**src/rtl/sdram_arbiter.sv**
```systemverilog
// sdram_arbiter
//   Owns the SDRAM command/address/data pins and time-multiplexes them between
//   the init, auto-refresh, write and read masters. Init owns the bus until
//   init_end. After that one master is granted at a time, with fixed priority
//   aref > write > read. A granted master keeps the bus until its *_end pulse,
//   so there is no preemption.
// Ports
//   clk, rst_n                  clock, async active-low reset
//   init_*/aref_*/wr_*/rd_*     per-master cmd/ba/addr, request and end strobes
//   wr_dq_en, wr_data           write-data drive request and data
//   aref_en, wr_en, rd_en       grants, decoded from the state register
//   sdram_cke                   clock enable, high from first edge after reset
//   sdram_cmd/ba/addr           muxed device command pins
//   sdram_dq_out, sdram_dq_oe   DQ output data and tristate enable
module sdram_arbiter #(
    parameter int unsigned ADDR_W = 13,
    parameter int unsigned BA_W   = 2,
    parameter int unsigned DATA_W = 16
) (
    input  logic              clk,
    input  logic              rst_n,
    input  logic [3:0]        init_cmd,
    input  logic [BA_W-1:0]   init_ba,
    input  logic [ADDR_W-1:0] init_addr,
    input  logic              init_end,
    input  logic              aref_req,
    input  logic [3:0]        aref_cmd,
    input  logic [BA_W-1:0]   aref_ba,
    input  logic [ADDR_W-1:0] aref_addr,
    input  logic              aref_end,
    input  logic              wr_req,
    input  logic [3:0]        wr_cmd,
    input  logic [BA_W-1:0]   wr_ba,
    input  logic [ADDR_W-1:0] wr_addr,
    input  logic              wr_end,
    input  logic              wr_dq_en,
    input  logic [DATA_W-1:0] wr_data,
    input  logic              rd_req,
    input  logic [3:0]        rd_cmd,
    input  logic [BA_W-1:0]   rd_ba,
    input  logic [ADDR_W-1:0] rd_addr,
    input  logic              rd_end,
    output logic              aref_en,
    output logic              wr_en,
    output logic              rd_en,
    output logic              sdram_cke,
    output logic [3:0]        sdram_cmd,
    output logic [BA_W-1:0]   sdram_ba,
    output logic [ADDR_W-1:0] sdram_addr,
    output logic [DATA_W-1:0] sdram_dq_out,
    output logic              sdram_dq_oe
);

    localparam logic [3:0] CmdNop = 4'b0111;

    typedef enum logic [4:0] {
        StInit  = 5'b00001,
        StArbit = 5'b00010,
        StAref  = 5'b00100,
        StWrite = 5'b01000,
        StRead  = 5'b10000
    } state_e;

    state_e state_q, state_d;
    logic   cke_q, cke_d;

    always_comb begin
        state_d = state_q;
        case (state_q)
            StInit:  if (init_end) state_d = StArbit;
            // Priority resolves same-cycle requests.
            StArbit: begin
                if (aref_req)    state_d = StAref;
                else if (wr_req) state_d = StWrite;
                else if (rd_req) state_d = StRead;
            end
            StAref:  if (aref_end) state_d = StArbit;
            StWrite: if (wr_end)   state_d = StArbit;
            StRead:  if (rd_end)   state_d = StArbit;
            // Any corrupted encoding restarts the device bring-up.
            default: state_d = StInit;
        endcase
    end

    assign cke_d = 1'b1;

    always_ff @(posedge clk or negedge rst_n) begin
        if (!rst_n) begin
            state_q <= StInit;
            cke_q   <= 1'b0;
        end else begin
            state_q <= state_d;
            cke_q   <= cke_d;
        end
    end

    assign aref_en   = (state_q == StAref);
    assign wr_en     = (state_q == StWrite);
    assign rd_en     = (state_q == StRead);
    assign sdram_cke = cke_q;

    // The pin mux is combinational on the registered state, so a granted
    // master's command reaches the device without an extra cycle.
    always_comb begin
        sdram_cmd  = init_cmd;
        sdram_ba   = init_ba;
        sdram_addr = init_addr;
        case (state_q)
            StArbit: begin
                sdram_cmd  = CmdNop;
                sdram_ba   = {BA_W{1'b1}};
                sdram_addr = {ADDR_W{1'b1}};
            end
            StAref: begin
                sdram_cmd  = aref_cmd;
                sdram_ba   = aref_ba;
                sdram_addr = aref_addr;
            end
            StWrite: begin
                sdram_cmd  = wr_cmd;
                sdram_ba   = wr_ba;
                sdram_addr = wr_addr;
            end
            StRead: begin
                sdram_cmd  = rd_cmd;
                sdram_ba   = rd_ba;
                sdram_addr = rd_addr;
            end
            default: begin
                sdram_cmd  = init_cmd;
                sdram_ba   = init_ba;
                sdram_addr = init_addr;
            end
        endcase
    end

    assign sdram_dq_oe  = wr_en & wr_dq_en;
    assign sdram_dq_out = sdram_dq_oe ? wr_data : {DATA_W{1'b0}};

endmodule

```
**config.mk**
```make
export PLATFORM = sky130hd
export DESIGN_NAME = sdram_arbiter
export DESIGN_NICKNAME = d
export VERILOG_FILES = /design/src/rtl/sdram_arbiter.sv
export SDC_FILE = /design/constraint.sdc
export NUM_CORES = 1
export LEC_CHECK = 0
export ABC_AREA = 1
export BUFFER_PORTS_ARGS = -buffer_cell sky130_fd_sc_hd__buf_2
export CAP_MARGIN = 25
export CORE_AREA = 2 2 64 66
export CTS_BUF_LIST = sky130_fd_sc_hd__clkbuf_8
export DETAILED_ROUTE_END_ITERATION = 16
export DIE_AREA = 0 0 66 68
export GPL_TIMING_DRIVEN = 0
export PLACE_DENSITY_LB_ADDON = 0.15
export SLEW_MARGIN = 10
export SYNTH_ARGS = -nofsm -noshare
export SYNTH_HDL_FRONTEND = slang
export SYNTH_SLANG_ARGS = --single-unit
```
**constraint.sdc**
```tcl
create_clock -name clk -period 1.83 [get_ports clk]
set_input_delay 0.0915 -clock clk [delete_from_list [all_inputs] [get_ports clk]]
set_output_delay 0.0915 -clock clk [all_outputs]
set_load 0.02 [all_outputs]
```
Word level (Yosys, flattened, before mapping)

Index checks and enable logic that the tools add are counted.

Output and inout port bits: 40
Memory bits (read-only): 0
Flip-flop bits (word level): 6
RAM bits: 0
Input port bits: 102
Memories: 0
Bits in latches: 0
Word-level logic and storage cells: 26

$add $sub $neg: 0
Reduce and logical (&&, ||, !) cells: 1
Div/mod/pow operators: 0
Order comparisons: 0
Shift operators: 0
Multiply operators: 0
Bitwise gates (word level): 1
Equality and inequality tests: 10
Muxes and demuxes: 12

Operator list:

| operator                                      | count |
|---|---|
| case mux 13 bit (4 select lines)              | 1 |
| 2-to-1 mux 5 bit                              | 7 |
| case mux 5 bit (5 select lines)               | 1 |
| 2-to-1 mux 16 bit                             | 1 |
| case mux 4 bit (4 select lines)               | 1 |
| != test 2 bit, second input constant          | 4 |
| case mux 2 bit (4 select lines)               | 1 |
| == test 5 x 1 -> 1 bit, second input constant | 1 |
| == test 5 x 2 -> 1 bit, second input constant | 1 |
| == test 5 x 3 -> 1 bit, second input constant | 1 |
| == test 5 x 4 -> 1 bit, second input constant | 1 |
| == test 5 bit, second input constant          | 1 |
| AND reduction 5 bit                           | 1 |
| != test 4 bit, second input constant          | 1 |
| AND 1 bit                                     | 1 |

Longest topological paths before layout

Gate-level depths: netlist of the first run.

Depth in word-level cells: 4
Mapped depth: 9
Mapped depth without buffers: 8

Least setup slack after synthesis of the first run

Ideal clock, no wire load.

Path type: reg-to-output
Start point: reg state_q[0]
End point: out sdram_addr[10]
Data required time: 1.738 ns
Stages on the path, launching flop included: 8
Data arrival time: 1.454 ns
Buffers on the path: 1
Setup slack: 0.284 ns
Cells stage by stage: dfstp_2 > inv_1 > nand4_4 > inv_2 > nor3_4 > buf_6 > nand2_1 > nand2_1

Longest elaborated chain between the ends: 2
Elaborated cells on any way between the ends: 5
Those cells by class: eq/ne (4); mux (1)

Ends and longest elaborated chain:

| item                                  | RTL line | source |
|---|---|---|
| from (decl)                           | 64       | `state_e state_q, state_d;` |
| from (signal assigned)                | 89       | `state_q <= StInit;` |
| from (signal assigned)                | 92       | `state_q <= state_d;` |
| == test 5 bit (tied with other cells) | 108      | `case (state_q)` |
| case mux 13 bit (4 select lines) (*)  | 108      |  |
| to (decl)                             | 49       | `output logic [ADDR_W-1:0] sdram_addr,` |

Mark *: on every way between the ends. The rest lies on a longest branch, timed or not.

Final worst setup path of the first run

Start point: reg state_q[0]
End point: out sdram_addr[7]

The elaborated chain is that of the path after synthesis.

==> results.py, run 1 <==
metrics = {
    "clock_network": {
        "cts.sinks": 6,
        "clk_pin_slew_ns": 0.04,
        "cts_tree": "done",
        "root_buffer": "clkbuf_8",
        "numCtsBuffers": 3,
        "cts_max_level": 1,
        "cts_buffer_depth": 2,
        "clock_latency_ns": 0.23,
    },
    "layout": {
        "nNetsFinal": 486,
        "area_delta_synth_final_pct": 96.8,
        "n_antenna_cell": 0,
        "num-fill-cells": 422,
        "design_area_um2": 2180,
        "drive_gt1_frac": 0.496,
    },
    "synthesis": {
        "syn-cell-area_um2": 1110,
        "synthTopCellsByArea": "nand2_1 (35%), nor2_1 (13%), dfrtp_1 (11%)",
        "synth_top_area_frac": 0.348,
        "syn-num-nets": 332,
        "synth_cell_types": 19,
        "syn_inst": 230,
        "avgSynthCellArea_um2": 4.83,
        "yosysWarnings": 0,
        "synth_sequential_area_ratio": 0.136,
        "synth_top_area_cell": "nand2_1",
        "synth-seq-cells": 6,
    },
    "setup_path": {
        "worstPathRequired_ns": 1.74,
        "path_max_fanout": 7,
        "crit_chain": "nor2_4 -> nand2_2 -> nor2_4 -> nor3_4 -> buf_6 -> nand2_1 -> nand2_1 -> buf_6",
        "worstPathArrival_ns": 1.72,
        "worst_path_max_delay_cell": "dfstp_2",
        "cp-end-kind": "primary output",
        "reg2reg_slack_ns": 0.48,
        "slowest_delay_ns": 0.56,
        "critPathLaunchType": "register",
        "critPathKind": "register to primary output",
    },
    "drt": {
        "drc": 0,
        "routedWlPerCell_um": 10.4,
        "detail-route-antenna-nets": 0,
        "first_iter_violations": 48,
        "vias": 1874,
        "wl_mm": 4.49,
        "viasPerCell": 4.33,
        "drt_first_pass_iters": 4,
    },
    "power": {
        "p_sw_frac": 0.475,
        "cellLeakagePower_nw": 1.41,
        "ir_worst_vdd_mv": 0.495,
        "pwr-share-clk": 0.102,
        "p_per_area_nw_per_um2": 941,
        "p_int_w": 0.00108,
        "combPwrFrac": 0.791,
        "seqPwrFrac": 0.107,
        "p_sw_w": 0.000976,
    },
    "sta": {
        "max_freq_ghz": 0.553,
        "slew_viol_final": 0,
        "finalHoldViolCount": 0,
        "whs_ns": 0.110,
        "rsz0062_at_grt": "true",
        "clock_skew_ns": 0.00179,
        "period_needed_ns": 1.81,
        "fin_ws_ns": 0.0233,
        "min_period_over_period": 0.987,
        "tns_ns": 0,
        "setup-violations-final": 0,
    },
    "floorplanning": {
        "fp.dieW_um": 66,
        "dieArea_um2": 4490,
        "die-height_um": 68,
        "ios": 142,
        "rows": 23,
        "start_util": 0.288,
        "core_um2": 3860,
    },
    "placed_design": {
        "dp_hpwl_mm": 3.42,
        "gp_congestion": 0.686,
        "placed_cell_area_um2": 1880,
        "portBuffers": 141,
        "pre_cts_slack_ns": -0.0224,
    },
    "global_routing": {
        "grt_usage": 0.162,
        "grt-ovfl-total": 0,
        "grt_max_degree": 11,
        "grt_antenna_before_repair": 0,
        "grt_pass1_wl_mm": 5.93,
        "grt_pass1_vias": 1476,
    },
    "outcome": {
        "status": "finished clean",
    },
    "job": {
        "maxCapViolCount": 0,
    },
    "worst_hold_path": {
        "min_path_type": "input port to register",
    },
}
placed cells by master (no fill, tap or decap), drive strengths merged:
cell type    netlist  layout
nand4              5       5
inv               32      33
dfstp              1       1
dlygate4sd3        0       1
o21ai              4       4
nor2              42      42
nand2            106     106
clkbuf             0       5
conb               1       1
nor3               2       2
a21oi              1       1
nand3             22      22
buf                9     155
dfrtp              5       5
cells in the mapped netlist:
cell type and count:
a21oi_1 1, buf_2 8, buf_6 1, conb_1 1, dfrtp_1 5, dfstp_2 1
inv_1 30, inv_2 2, nand2_1 103, nand2_2 3, nand3_1 22, nand4_1 4
nand4_4 1, nor2_1 39, nor2_2 1, nor2_4 2, nor3_1 1, nor3_4 1
o21ai_0 4
per-layer routing:
layer  global-route usage  part of all wire
met5                    0                 0
met2                0.336              0.55
met1                0.174              0.37
met3               0.0263             0.082
met4               0.0230            0.0029
path summary, 6_finish.rpt:
path	end	startpoint	cells after the start
min in group asynchronous	state_q[2]	rst_n	2
max in group asynchronous	state_q[0]	rst_n	2
setup / recovery	sdram_addr[7]	state_q[0]	8
setup reg to reg	state_q[4]	state_q[0]	8
hold / removal	state_q[4]	rd_req	3
hold reg to reg	state_q[4]	state_q[4]	2
cell type report:
| cell class | count | area [um^2] | share of cell area |
|---|---|---|---|
| plain buffers | 9 | 71.3 | 0.0326 |
| clock buffers | 3 | 41.3 | 0.0189 |
| clock inverters | 1 | 3.75 | 0.00172 |
| inverters | 32 | 125 | 0.0573 |
| multi-input cells | 183 | 837 | 0.383 |
| flip-flops and latches | 6 | 153 | 0.0699 |
| well taps | 50 | 62.6 | 0.0286 |
| repair buffers | 149 | 891 | 0.408 |
logic make-up after synthesis:
logic type | count (synthesis) | synth area share
and+or+nand+nor | 177 | 0.683
AOI/OAI and AO/OA | 5 | 0.0225
other | 1 | 0.00338
buffers and inverters | 41 | 0.154
DFF | 6 | 0.136
per-stage QoR:
step                      utilization  std cells  total power (W)
final                           0.567        433          0.00206
after global routing            0.567        433          0.00221
after CTS                       0.507        428          0.00164
after detailed placement        0.487        421          0.00138
after global placement          0.487        421          0.00138
after floorplan                     -        230         0.000983
what timing repair did:
| action | 4_1_cts | 5_1_grt |
|---|---|---|
| pin swaps | 1 | 4 |
| setup buffers | 2 | 4 |
| endpoints found under the hold margin | 6 | 0 |
| gates resized for setup | 2 | 73 |
| hold buffers | 1 | 0 |
| gates cloned | 0 | 1 |
| endpoints found under the setup margin | 19 | 29 |
power groups by stage:
stage / clock [W] / sequential (W) / combinational (W)
3_3_place_gp: 0 / 0.000206 / 0.00117
2_1_floorplan: 0 / 0.000204 / 0.000779
3_5_place_dp: 0 / 0.000206 / 0.00118
6_report: 0.000210 / 0.000220 / 0.00163
5_1_grt: 0.000223 / 0.000222 / 0.00177
4_1_cts: 0.000211 / 0.000212 / 0.00122
worst max-delay path, delay by kind of cell, from the launching register on:
kind	cells	cell delay, ns
flip-flops	1	0.56
buffers and inverters	2	0.31
AND/OR/NAND/NOR	6	0.63
state kept, by name, indices dropped and copies added, names as in the netlist:
register / cells
state_q: 5
sdram_cke: 1
No activity file was read; power rests on OpenSTA's default activity.
==> run 2, diff against run 1 <==
- clock period: 1.83 -> 1.8 ns (I/O delays scaled with it)
==> run 2 against run 1 <==
The run now ends with negative setup slack left. Cell area grew 9.9%. Critical endpoint is now sdram_addr[11]. Register-to-register slack lost 0.10 ns. Clock power is essentially flat. Utilization grew 5.6 points. Hold slack lost 0.0031 ns. Sequential cell count is the same. Total power grew 15%. Count of clock-buffer cells in the layout is the same.
==> results.py, run 2 (same netlist as run 1, synthesis figures left out) <==
metrics = {
    "clock_network": {
        "cts_buffer_depth": 2,
        "cts.sinks": 6,
        "cts_tree": "done",
        "cts_max_level": 1,
        "clk_pin_slew_ns": 0.04,
        "root_buffer": "clkbuf_8",
        "clock_latency_ns": 0.23,
        "numCtsBuffers": 3,
    },
    "setup_path": {
        "path_max_fanout": 5,
        "slowest_delay_ns": 0.56,
        "cp_common_cell": "nand2_2",
        "worstPathArrival_ns": 1.76,
        "worstPathRequired_ns": 1.71,
        "cp-end-kind": "primary output",
        "worst_path_max_delay_cell": "dfstp_2",
        "critPathLaunchType": "register",
        "critPathKind": "register to primary output",
        "crit_chain": "nor2_4 -> buf_12 -> nand3_4 -> nand2_2 -> nor3_4 -> buf_6 -> buf_8 -> nand2_2 -> nand2_2 -> buf_6",
    },
    "layout": {
        "num-fill-cells": 403,
        "final_common_cell": "buf_2",
        "area_delta_synth_final_pct": 116,
        "design_area_um2": 2400,
        "n_antenna_cell": 0,
        "drive_gt1_frac": 0.577,
        "nNetsFinal": 493,
        "stdcell_count": 440,
        "largest_reg_flops": 5,
        "final_cell_mix": "buf_2 (118), nand2_1 (66), nor2_1 (35)",
        "largest-register": "state_q",
    },
    "global_routing": {
        "grt_antenna_before_repair": 0,
        "grt-ovfl-total": 0,
        "grt_usage": 0.164,
        "met1_usage": 0.175,
        "grtUsageMet3": 0.0263,
        "grt_max_degree": 11,
        "grt_pass1_vias": 1479,
        "grt.met2_usage": 0.341,
        "grt_pass1_wl_mm": 5.97,
        "gr-max-usage-layer": "met2",
    },
    "outcome": {
        "status": "finished, violations left",
        "violations": "negative setup slack",
    },
    "sta": {
        "min_period_over_period": 1.03,
        "whs_ns": 0.107,
        "rsz0062_at_grt": "true",
        "setup-violations-final": 16,
        "period_needed_ns": 1.85,
        "slew_viol_final": 0,
        "finalHoldViolCount": 0,
        "fin_ws_ns": -0.0477,
        "clock_skew_ns": 0.000511,
        "max_freq_ghz": 0.541,
    },
    "floorplanning": {
        "core_um2": 3860,
        "ios": 142,
        "dieArea_um2": 4490,
        "fp.dieW_um": 66,
        "die-height_um": 68,
        "rows": 23,
        "start_util": 0.288,
    },
    "placed_design": {
        "gp_congestion": 0.686,
        "dp_hpwl_mm": 3.42,
        "portBuffers": 141,
        "placed_cell_area_um2": 1880,
        "placedCellCount": 421,
    },
    "drt": {
        "drc": 0,
        "first_iter_violations": 41,
        "detail-route-antenna-nets": 0,
        "drt_first_pass_iters": 4,
        "routedWlPerCell_um": 10.7,
        "wl_mm": 4.71,
        "viasPerCell": 4.35,
        "vias": 1915,
    },
    "job": {
        "maxCapViolCount": 0,
    },
    "power": {
        "ir_worst_vdd_mv": 0.544,
        "cellLeakagePower_nw": 1.49,
        "p_per_area_nw_per_um2": 986,
        "power_w": 0.00237,
    },
    "worst_hold_path": {
        "min_path_type": "input port to register",
    },
}
run 2: cell types whose count changed in the layout (fill, tap and decap cells not counted), sizes merged:
cell and change:
clkbuf -1, buf +8
run 2: metrics by stage:
step                      TNS, ns  utilization  setup slack, ns
final                      -0.301        0.622          -0.0477
after floorplan                 0            -            0.256
after global routing        -1.65        0.622          -0.0989
after CTS                       0        0.525         0.000768
after global placement     -0.423        0.487          -0.0646
after detailed placement   -0.247        0.487          -0.0509
run 2: worst max-delay path, delay by kind of cell (launching register included):
family	cells	cell delay [ns]
DFF	1	0.56
buffers and inverters	4	0.50
and+or+nand+nor	6	0.46
run 2: per-layer routing:
layer / wire length (um) / share of wire
met5: 0 / 0
met4: 27 / 0.0057
met2: 2540 / 0.54
met3: 376 / 0.080
met1: 1770 / 0.38
run 2: area by class of cell:
| type | count | area, um^2 | area share |
|---|---|---|---|
| timing repair buffer | 156 | 973 | 0.406 |
| multi-input combinational | 183 | 955 | 0.398 |
| sequential | 6 | 153 | 0.0636 |
| inverter | 32 | 125 | 0.0521 |
| buffer | 9 | 86.3 | 0.0360 |
| tap | 50 | 62.6 | 0.0261 |
| clock buffer | 3 | 41.3 | 0.0172 |
| clock inverter | 1 | 3.75 | 0.00156 |
run 2: final timing paths:
path | start | endpoint | slack (ns) | cells past startpoint
min in group asynchronous | rst_n | sdram_cke | 0.22 | 2
worst max-delay path | state_q[0] | sdram_addr[11] | -0.05 | 10
worst min register to register | state_q[4] | state_q[4] | 0.61 | 2
max in group asynchronous | rst_n | state_q[0] | 1.36 | 2
worst max register to register | state_q[2] | state_q[4] | 0.38 | 7
worst min-delay path | rd_req | state_q[4] | 0.11 | 3
run 2: where the power goes:
group / internal (W) / switching (W) / total [W]
sequential: 0.000179 / 0.0000438 / 0.000222
clock: 0.000147 / 0.0000655 / 0.000213
combinational: 0.000936 / 0.000996 / 0.00193
run 2: timing repair:
action / in CTS / in global routing
setup endpoints to repair: 28 / 29
pin swaps: 5 / 7
cloned: 1 / 2
resized for setup: 23 / 98
hold endpoints to repair: 6 / 0
hold buffers: 1 / 0
buffers inserted: 2 / 10
==> run 3, diff against run 2 <==
- CORE_AREA: 2 2 64 66 -> 2 2 62 64
- CTS_BUF_LIST: sky130_fd_sc_hd__clkbuf_8 -> sky130_fd_sc_hd__clkbuf_4 sky130_fd_sc_hd__clkbuf_8 sky130_fd_sc_hd__clkbuf_16
- DIE_AREA: 0 0 66 68 -> 0 0 64 66
==> run 3 against run 2 <==
The run still ends with negative setup slack left. Non-clock buffer count fell by 7. Die area fell by 5.9%. Cell area fell by 6.9%. Wire length fell by 1.6%. Combinational power fell by 9%. Via count fell by 1.6%. Clock skew rose by 0.0036 ns. Setup slack improved by 0.017 ns. Clock power fell by 31%. Total power fell by 10%. Sequential power fell by 2%. Critical path type unchanged. Largest cell class unchanged.
==> results.py, run 3 (same netlist as run 1, synthesis figures left out) <==
metrics = {
    "power": {
        "cellLeakagePower_nw": 1.42,
        "ir_worst_vdd_mv": 0.443,
        "power_w": 0.00212,
        "p_per_area_nw_per_um2": 949,
    },
    "clock_network": {
        "cts_max_level": 1,
        "cts.sinks": 6,
        "clk_pin_slew_ns": 0.05,
        "cts_tree": "done",
        "root_buffer": "clkbuf_4",
        "numCtsBuffers": 3,
        "clock_latency_ns": 0.24,
        "cts_buffer_depth": 2,
    },
    "drt": {
        "vias": 1885,
        "drt_first_pass_iters": 4,
        "drc": 0,
        "routedWlPerCell_um": 10.7,
        "detail-route-antenna-nets": 0,
        "viasPerCell": 4.37,
        "wl_mm": 4.63,
        "first_iter_violations": 61,
    },
    "setup_path": {
        "r2r.worst_path.cells": 7,
        "cp-startpoint": "state_q[0]",
        "r2r-end": "state_q[1]",
        "cp-end-kind": "primary output",
        "worstPathRequired_ns": 1.71,
        "r2r-start": "state_q[3]",
        "critPathKind": "register to primary output",
        "path_max_fanout": 5,
        "worstPathArrival_ns": 1.74,
        "reg2reg_slack_ns": 0.36,
        "critPathLaunchType": "register",
        "crit_end": "sdram_addr[11]",
    },
    "global_routing": {
        "grt-ovfl-total": 0,
        "grt_usage": 0.195,
        "grt_pass1_wl_mm": 6.80,
        "grt_antenna_before_repair": 0,
        "grt_pass1_vias": 1681,
        "grt_max_degree": 11,
    },
    "sta": {
        "fin_ws_ns": -0.0306,
        "max_freq_ghz": 0.546,
        "rsz0062_at_grt": "true",
        "period_needed_ns": 1.83,
        "slew_viol_final": 0,
        "min_period_over_period": 1.02,
        "clock_skew_ns": 0.00411,
        "finalHoldViolCount": 0,
        "setup-violations-final": 11,
    },
    "floorplanning": {
        "fp.dieW_um": 64,
        "dieArea_um2": 4220,
        "ios": 142,
        "start_util": 0.313,
        "die-height_um": 66,
        "core_um2": 3550,
        "rows": 22,
    },
    "layout": {
        "n_antenna_cell": 0,
        "fin_util": 0.629,
        "num-fill-cells": 360,
        "final_cell_mix": "buf_2 (122), nand2_1 (75), nor2_1 (38)",
        "area_delta_synth_final_pct": 101,
        "seqCellArea_um2": 153,
        "drive_gt1_frac": 0.533,
        "final_common_cell": "buf_2",
        "multi_input_area_um2": 880,
        "nNetsFinal": 486,
        "largest_reg_flops": 5,
        "largest-register": "state_q",
    },
    "job": {
        "maxCapViolCount": 0,
    },
    "worst_hold_path": {
        "min_path_type": "input port to register",
        "holdPathStages": 3,
    },
    "placed_design": {
        "dp_hpwl_mm": 3.37,
        "pre_cts_slack_ns": -0.0728,
        "portBuffers": 141,
        "gp_congestion": 0.684,
    },
    "outcome": {
        "violations": "negative setup slack",
        "status": "finished, violations left",
    },
}
==> run 3: how the worst min path moves through the flow <==
stage / start / to / slack [ns]
3_3_place_gp: rst_n / sdram_cke / -0.09
3_5_place_dp: rst_n / sdram_cke / -0.08
6_report: rd_req / state_q[4] / 0.1
5_1_grt: rd_req / state_q[4] / 0.11
2_1_floorplan: rst_n / sdram_cke / -0.21
4_1_cts: rd_req / state_q[4] / 0.09
==> run 3: layout make-up <==
class | count | share of cell area
buffer | 9 | 0.0353
clock buffer | 4 | 0.0134
inverter | 32 | 0.0560
multi-input combinational | 183 | 0.394
sequential | 6 | 0.0683
tap | 48 | 0.0269
timing repair buffer | 149 | 0.406
==> run 3: worst max-delay path: stages, from the launching register on <==
cell	delay (ns)
dfstp_2	0.55
nor2_4	0.06
nand2_2	0.09
nor2_4	0.05
nor3_4	0.32
buf_6	0.19
nand2_1	0.05
nand2_1	0.07
buf_6	0.12
==> run 3: per-layer routing <==
metal / part of all wire / track usage
met1: 0.37 / 0.209
met2: 0.54 / 0.395
met3: 0.090 / 0.0290
met4: 0.0050 / 0.0462
met5: 0 / 0
==> run 3: through the flow <==
stage | area, um^2 | cells | hold slack (ns) | setup TNS [ns]
after floorplan | 1110 | 230 | -0.206 | 0
after global placement | 1880 | 419 | -0.0861 | -0.268
after detailed placement | 1880 | 419 | -0.0837 | -0.525
after CTS | 2040 | 429 | 0.0940 | -0.00325
after global routing | 2230 | 431 | 0.112 | -2.09
final | 2230 | 431 | 0.0979 | -0.110
==> run 3: timing repair <==
action / CTS / global route
resized for setup: 28 / 60
hold endpoints to repair: 6 / 0
cloned: 1 / 0
buffers inserted: 4 / 2
pin swaps: 6 / 2
hold buffers: 1 / 0
endpoints found under the setup margin: 28 / 29
==> run 3: where the power goes <==
group / switching (W) / total (W) / internal, W
registers: 0.0000417 / 0.000218 / 0.000177
clock network: 0.0000482 / 0.000147 / 0.0000990
logic: 0.000929 / 0.00175 / 0.000825
total: 0.00102 / 0.00212 / 0.00110
